[src/rtl/pipe_ctrl_pkg.sv]
// ---------------------------------------------------------------------------
// pipe_ctrl_pkg
// Shared definitions for the pipeline stall/flush sequencer.
//   pipe_state_t     : sequencer state encoding (RUN/MULTI/HALT)
//   MULTI_CYCLES_DEF : default EX occupancy of a mul/div instruction
//   CNT_W_DEF        : default width of the optional performance counters
//   MCNT_W           : width of the multicycle down-counter
// ---------------------------------------------------------------------------
package pipe_ctrl_pkg;

    typedef enum logic [1:0] {
        RUN   = 2'b00,
        MULTI = 2'b01,
        HALT  = 2'b10
    } pipe_state_t;

    localparam int unsigned MULTI_CYCLES_DEF = 8;
    localparam int unsigned CNT_W_DEF        = 16;
    localparam int unsigned MCNT_W           = 8;

endpackage

[src/rtl/pipeline_ctrl_sat_counter.sv]
// ---------------------------------------------------------------------------
// sat_counter
// Saturating up-counter: increments on inc, sticks at all-ones, cleared by
// the asynchronous active-low reset.
// Ports:
//   clk   in  clock
//   rst_n in  async active-low clear
//   inc   in  increment request
//   count out current value [W-1:0]
// ---------------------------------------------------------------------------
module sat_counter #(
    parameter int unsigned W = 16
) (
    input  logic         clk,
    input  logic         rst_n,
    input  logic         inc,
    output logic [W-1:0] count
);

    logic [W-1:0] r_count;

    always_ff @(posedge clk or negedge rst_n) begin
        if (!rst_n) begin
            r_count <= '0;
        end else if (inc && (r_count != '1)) begin
            r_count <= r_count + 1'b1;
        end
    end

    assign count = r_count;

endmodule

[src/rtl/pipeline_ctrl.sv]
// ---------------------------------------------------------------------------
// pipeline_ctrl
// Central stall/flush sequencer for the 5-stage pipeline. Combines load-use
// hazard, EX branch resolution, EX multicycle (mul/div) and ID halt opcode
// into pipeline-register enables/flushes. Holds the pipeline for fixed-
// latency multicycle ops and parks it on halt until resume.
// Optional feature macro: PIPE_STALL_CNT_EN adds stall_count/flush_count.
// Ports:
//   clk, rst_n        clock, async active-low reset
//   load_use_hazard   load-use halt from hazard_detect
//   branch_taken_ex   branch/jump in EX resolved taken
//   multi_start_ex    EX holds a mul/div instruction
//   halt_instr_id     ID holds the halt opcode
//   resume            restart request (HALT only)
//   pc_enable, if_id_enable, if_id_flush, id_ex_enable, id_ex_flush,
//   ex_mem_flush      pipeline-register controls
//   multi_busy        multicycle stall in progress
//   halted            pipeline parked
//   stall_count, flush_count (macro only) saturating perf counters
// ---------------------------------------------------------------------------
module pipeline_ctrl
    import pipe_ctrl_pkg::*;
#(
    parameter int unsigned MULTI_CYCLES = MULTI_CYCLES_DEF,
    parameter int unsigned CNT_W        = CNT_W_DEF
) (
    input  logic clk,
    input  logic rst_n,
    input  logic load_use_hazard,
    input  logic branch_taken_ex,
    input  logic multi_start_ex,
    input  logic halt_instr_id,
    input  logic resume,
    output logic pc_enable,
    output logic if_id_enable,
    output logic if_id_flush,
    output logic id_ex_enable,
    output logic id_ex_flush,
    output logic ex_mem_flush,
    output logic multi_busy,
    output logic halted
`ifdef PIPE_STALL_CNT_EN
    ,
    output logic [CNT_W-1:0] stall_count,
    output logic [CNT_W-1:0] flush_count
`endif
);

    if ((MULTI_CYCLES < 2) || (MULTI_CYCLES > 255) || (CNT_W < 1)) begin : g_param_check
        $error("pipeline_ctrl: MULTI_CYCLES must be 2..255 and CNT_W >= 1");
    end

    // First MULTI cycle already follows one stall cycle (the start cycle),
    // so the counter covers the remaining MULTI_CYCLES-2 stalls.
    localparam logic [MCNT_W-1:0] CNT_LOAD = MCNT_W'(MULTI_CYCLES - 2);

    pipe_state_t       r_state, w_state_next;
    logic [MCNT_W-1:0] r_cnt, w_cnt_next;
    logic              w_branch_flush;

    always_ff @(posedge clk or negedge rst_n) begin
        if (!rst_n) begin
            r_state <= RUN;
            r_cnt   <= '0;
        end else begin
            r_state <= w_state_next;
            r_cnt   <= w_cnt_next;
        end
    end

    always_comb begin
        pc_enable      = 1'b1;
        if_id_enable   = 1'b1;
        if_id_flush    = 1'b0;
        id_ex_enable   = 1'b1;
        id_ex_flush    = 1'b0;
        ex_mem_flush   = 1'b0;
        multi_busy     = 1'b0;
        halted         = 1'b0;
        w_branch_flush = 1'b0;
        w_state_next   = r_state;
        w_cnt_next     = r_cnt;

        unique case (r_state)
            RUN: begin
                if (branch_taken_ex) begin
                    if_id_flush    = 1'b1;
                    id_ex_flush    = 1'b1;
                    w_branch_flush = 1'b1;
                end else if (multi_start_ex) begin
                    pc_enable    = 1'b0;
                    if_id_enable = 1'b0;
                    id_ex_enable = 1'b0;
                    ex_mem_flush = 1'b1;
                    multi_busy   = 1'b1;
                    w_state_next = MULTI;
                    w_cnt_next   = CNT_LOAD;
                end else if (load_use_hazard) begin
                    pc_enable    = 1'b0;
                    if_id_enable = 1'b0;
                    id_ex_flush  = 1'b1;
                end else if (halt_instr_id) begin
                    pc_enable    = 1'b0;
                    if_id_enable = 1'b0;
                    w_state_next = HALT;
                end
            end
            MULTI: begin
                if (r_cnt != '0) begin
                    pc_enable    = 1'b0;
                    if_id_enable = 1'b0;
                    id_ex_enable = 1'b0;
                    ex_mem_flush = 1'b1;
                    multi_busy   = 1'b1;
                    w_cnt_next   = r_cnt - 1'b1;
                end else begin
                    w_state_next = RUN;
                end
            end
            HALT: begin
                halted       = 1'b1;
                pc_enable    = 1'b0;
                if_id_enable = 1'b0;
                id_ex_flush  = 1'b1;
                if (resume) begin
                    pc_enable    = 1'b1;
                    if_id_flush  = 1'b1;
                    w_state_next = RUN;
                end
            end
            default: begin
                w_state_next = RUN;
                w_cnt_next   = '0;
            end
        endcase
    end

`ifdef PIPE_STALL_CNT_EN
    sat_counter #(.W(CNT_W)) u_stall_cnt (
        .clk   (clk),
        .rst_n (rst_n),
        .inc   (~pc_enable),
        .count (stall_count)
    );

    sat_counter #(.W(CNT_W)) u_flush_cnt (
        .clk   (clk),
        .rst_n (rst_n),
        .inc   (w_branch_flush),
        .count (flush_count)
    );
`endif

endmodule

[config.mk]
export PLATFORM = sky130hd
export DESIGN_NAME = pipeline_ctrl
export DESIGN_NICKNAME = d
export VERILOG_FILES = /design/src/rtl/pipe_ctrl_pkg.sv /design/src/rtl/pipeline_ctrl_sat_counter.sv /design/src/rtl/pipeline_ctrl.sv
export SDC_FILE = /design/constraint.sdc
export NUM_CORES = 1
export LEC_CHECK = 0
export ABC_AREA = 0
export CAP_MARGIN = 10
export CORE_MARGIN = 2
export CORE_UTILIZATION = 43
export DETAILED_ROUTE_END_ITERATION = 10
export GPL_TIMING_DRIVEN = 0
export MAX_ROUTING_LAYER = met4
export PLACE_DENSITY_LB_ADDON = 0.05
export SLEW_MARGIN = 20
export SYNTH_ARGS = -nofsm -noshare
export SYNTH_HDL_FRONTEND = slang
export SYNTH_SLANG_ARGS = --single-unit
[constraint.sdc]
create_clock -name clk -period 1.7 [get_ports clk]
set_input_delay 0.34 -clock clk [delete_from_list [all_inputs] [get_ports clk]]
set_output_delay 0.34 -clock clk [all_outputs]
set_load 0.02 [all_outputs]
* Word level (Yosys, flattened, before mapping) *
Cells that the tools add are included.

cells by class
  bitwise operators = 1
  $add $sub $neg = 1
  order comparisons = 0
  multiplexer cells = 33
  $mul = 0
  reduce and logical (&&, ||, !) cells = 4
  equality and inequality tests = 9
  div/mod/pow operators = 0
  shift operators = 0

operators with widths
  cell                                                                    number
  8-bit two-way mux                                                       3
  8-bit case mux with 3 select lines                                      1
  1-bit two-way mux                                                       16
  2-bit two-way mux                                                       6
  2-bit inequality test (second input constant)                           5
  1-bit case mux with 2 select lines                                      4
  8-bit nonzero test                                                      1
  8-bit by 1-bit subtractor with 8-bit output (second input constant)     1
  3-bit inequality test (second input constant)                           2
  1-bit case mux with 3 select lines                                      2
  2-bit case mux with 3 select lines                                      1
  5-bit AND reduction                                                     1
  4-bit AND reduction                                                     1
  2-bit by 1-bit equality test with 1-bit output (second input constant)  1
  2-bit equality test (second input constant)                             1
  2-bit logical NOT                                                       1
  1-bit NOT                                                               1

word-level totals
  register bits after elaboration = 10
  memories kept = 0
  bits in latches = 0
  bits in read-only memories = 0
  memory bits (writable) = 0

* Depth between registers and ports, before layout *
  depth after elaboration = 5
  gate-level depth with buffers = 7
  mapped depth without buffers = 6

* Worst setup path before layout *
OpenSTA, ideal clock, no wires.

  path type = register to output
  start point = reg r_cnt[0]
  end point = out if_id_enable
  buffers on the path = 0
  data arrival time = 1.666 ns
  path slack = -0.306 ns
  required time = 1.360 ns
  cell stages (with the launch flop) = 7
  cell sequence = dfrtp_1 inv_1 ha_1 or3b_2 o21ai_2 nor2_1 o22ai_1

between the ends
  word-level cells in the longest chain between the ends = 3

RTL lines
  element                             RTL line              text
  from (decl)                         pipeline_ctrl.sv:58   logic [MCNT_W-1:0] r_cnt, w_cnt_next;
  from (signal assigned)              pipeline_ctrl.sv:67   r_cnt <= w_cnt_next;
  8-bit nonzero test                  pipeline_ctrl.sv:109  if (r_cnt != '0) begin
  1-bit two-way mux                   pipeline_ctrl.sv:109
  1-bit case mux with 3 select lines  pipeline_ctrl.sv:84   unique case (r_state)
  to (decl)                           pipeline_ctrl.sv:35   output logic if_id_enable,

Every way passes these cells.

* Final worst setup path *
  start point = reg r_cnt[0]
  end point = out pc_enable

between the ends
  word-level cells in the longest chain between the ends = 3

RTL lines
  element                             RTL line              text
  8-bit nonzero test                  pipeline_ctrl.sv:109
  1-bit two-way mux                   pipeline_ctrl.sv:109
  1-bit case mux with 3 select lines  pipeline_ctrl.sv:84
  to (decl)                           pipeline_ctrl.sv:34   output logic pc_enable,

Every way passes these cells.

==> metrics.txt <==
worst-path fanout max=3; Worst-path clk slew=roughly 0.070 ns; WL/cell=approximately 19 um; setup ws final=-0.558 ns; Layout area overhead=62.2%; cts bufs inserted=3; CTS Sinks=10; IO buf count=14; worst min-delay path category=in2async; 1st-pass router iterations=6; hold_buf cts=0; global route overflow=0; dpl hpwl=roughly 1100 um; Synth Warn #=0; Initial Util=45.9%; Non-Filler Instances=around 130; number of H-tree levels=1; placer congestion estimate=0.841; # rows=14; largest family of logic cells by synthesized area=simple AND/OR/NAND/NOR gates; Post-Route WL=2450 um; Comb pwr share=70.8%; adder-cell area share of the yosys netlist=3.62%; actual slew at the worst max-slew pin=0.605 ns; number of diodes=0; Die H=44.1 um; failing checks=setup timing; boundary pin count=15; Max Slew Vio Count=0; Final Instance Area=about 1100 um^2; DR iter-0 viols=44; Max stage delay on crit path=0.40 ns; Flop pwr share=19.3%; Crit. End Element=output pin; commonest non-fill, non-tap cell in the layout=buf_4; number of cells on the critical path=7; TNS Setup=-3.96 ns; die area=1950 um^2; Residual DRC=0; post-synthesis cell type count=32; Mean Syn Cell Area=8.54 um^2; RSZ-0062 raised after global routing=yes; Root Buffer Master=clkbuf_4; Synth Register Bits=10; sw frac=43.0%; mux cell area share after synthesis=under 10%; pwr/cell area=around 2000 nW/um^2; R2R Setup Slk=-0.22 ns; All-Layer GR Usage=25.1%; placed insts=111; commonest cells after routing, fill and taps aside=buf_4, nor2_1, buf_6, a21oi_1, dfrtp_1; ANT nets after route=0; crit path buf inv count=2; register area share after synthesis=36.2%; pre-CTS setup slack=-0.716 ns; Max Clock Skew=0.00220 ns; P_sw=a little under 1 mW; Max IR drop VDD=0.00125 V; initial antenna violation count=0; Max stage delay cell, worst path=or3b_4; Max-Slew Margin vs Limit=between 50% and 60%; synthesized netlist cell count=81; Skew-Pair Late Insertion Delay=0.28 ns; fin crit period=2.26 ns; share of layout cells above drive strength 1=around 46%; via/cell ratio=6.13; final worst path period share=133%; Filler Cells Inserted=96; internal power=1.29 mW; top cell family by delay on the critical path=simple AND/OR/NAND/NOR gates; Fin. Hold Viols=0; Worst Path Arrival=approximately 1.9 ns; Max Cap Violations=0; crit-path cells=inv_2, ha_4, or3b_4, or2_4, nand2b_1, a211o_1, buf_6; first-pass GRT wire length=between 3000 and 4000 um; Max Freq=443 MHz; pin count of the biggest net entering global routing=11; CTS tree=done; WHS=between 0.3 and 0.4 ns; routed vias=803; Post-Synth XOR/XNOR Area=0%; run status=finished, violations left; Die Width=roughly 44 um; post-synthesis simple-gate area fraction=between 20% and 30%; number of global-route vias before repair=734; Clock Power Share=9.8%; Critical Path RT=1.36 ns; synthesized cell area=692 um^2; leakage power=0.506 nW; core area=1510 um^2; Nets=125; syn_nets=90; CTS max path bufs=2; reg2reg path depth=8; placed cell areas=approximately 870 um^2; Setup-failing EPs final=13; Compound-Gate Fraction of Synth Area=23.1%; Critical Path Start Type=flip-flop; CP Class=reg2out
cell families (layout without fill, tap and decap cells):
group / after synthesis / in the layout
AOI/OAI and AO/OA: 24 / 24
adders and majority gates: 2 / 2
buffers and inverters: 9 / 43
DFF: 10 / 10
muxes: 1 / 1
and+or+nand+nor: 35 / 35
cells in the mapped netlist:
library cell / count / share of area (%)
nor3_1: 1 / 0.72
o22ai_1: 1 / 0.90
ha_1: 2 / 3.6
or3b_2: 1 / 1.3
a21o_1: 1 / 1.1
a32oi_1: 1 / 1.3
nand2_1: 2 / 1.1
or4_1: 2 / 2.2
inv_1: 4 / 2.2
nor2b_1: 3 / 2.7
o32ai_2: 1 / 2.4
or4_4: 1 / 1.6
nor3b_2: 1 / 1.8
or3_1: 4 / 3.6
o31ai_1: 2 / 2.2
a221o_1: 1 / 1.4
a21oi_1: 9 / 6.5
buf_4: 2 / 2.2
o21ai_1: 3 / 2.2
mux2_2: 1 / 1.6
or2_1: 1 / 0.90
nand3_1: 1 / 0.72
o21ai_0: 2 / 1.4
a211o_1: 2 / 2.5
nand2b_1: 4 / 3.6
or3_2: 1 / 1.1
or2_2: 1 / 0.90
clkbuf_1: 3 / 1.6
nor2_1: 11 / 6.0
dfrtp_1: 10 / 36
nor4b_1: 1 / 1.3
o21ai_2: 1 / 1.3
registers in the layout (all words and copies together), names as in the netlist:
register / count
r_state: 2
r_cnt: 8
routing by layer:
metal	up-vias	GRT usage, %	wire length [um]
met4	0	16.4	116
li1	364	-	-
met1	371	25.7	902
met2	52	41.2	1250
met5	-	-	0
met3	16	7.76	180
power groups by stage:
stage                     logic [mW]  clock network [mW]  registers [mW]
after floorplan                0.689                   0           0.406
after global placement         0.968                   0           0.424
after detailed placement       0.974                   0           0.428
after CTS                       1.36               0.218           0.426
after global routing            1.69               0.235           0.443
final                           1.60               0.222           0.436
worst paths after layout:
check                                           from                     end
worst max-delay path            r_cnt[0]$_DFFE_PN0P_               pc_enable
min in group clk                r_cnt[7]$_DFFE_PN0P_    r_cnt[7]$_DFFE_PN0P_
max in group asynchronous                      rst_n  r_state[1]$_DFFE_PN0P_
worst max register to register  r_cnt[0]$_DFFE_PN0P_    r_cnt[1]$_DFFE_PN0P_
worst min register to register  r_cnt[7]$_DFFE_PN0P_    r_cnt[7]$_DFFE_PN0P_
worst min-delay path                           rst_n    r_cnt[3]$_DFFE_PN0P_
final cells by class:
class | count | area (um^2) | area share [%]
Inverter | 4 | 15.0 | 1.34
Tap cell | 16 | 20.0 | 1.78
Multi-Input combinational cell | 62 | 488 | 43.5
Clock buffer | 4 | 36.3 | 3.23
Buffer | 4 | 41.3 | 3.68
Timing Repair Buffer | 31 | 269 | 24.0
Sequential cell | 10 | 253 | 22.5
worst register-to-register path, cell delays in order, from the launching register on:
cell     delay [ns]
dfrtp_1        0.39
inv_2          0.11
ha_4           0.13
or3b_4         0.40
o21ai_4        0.22
buf_4          0.16
buf_6          0.08
nor3_1         0.04
a211o_1        0.28
metrics by stage:
stage          power, mW  util (%)
3_5_place_dp        1.40      57.6
2_1_floorplan       1.09         -
5_1_grt             2.36      74.5
6_report            2.26      74.5
4_1_cts             2.00      70.6
3_3_place_gp        1.39      57.6
what timing repair did:
| action | in CTS | in global routing |
|---|---|---|
| setup endpoints to repair | 16 | 16 |
| cloned | 1 | 0 |
| pin swaps | 4 | 8 |
| resized for setup | 59 | 14 |
| setup buffers | 15 | 7 |
(Power assumes the default switching activity.)
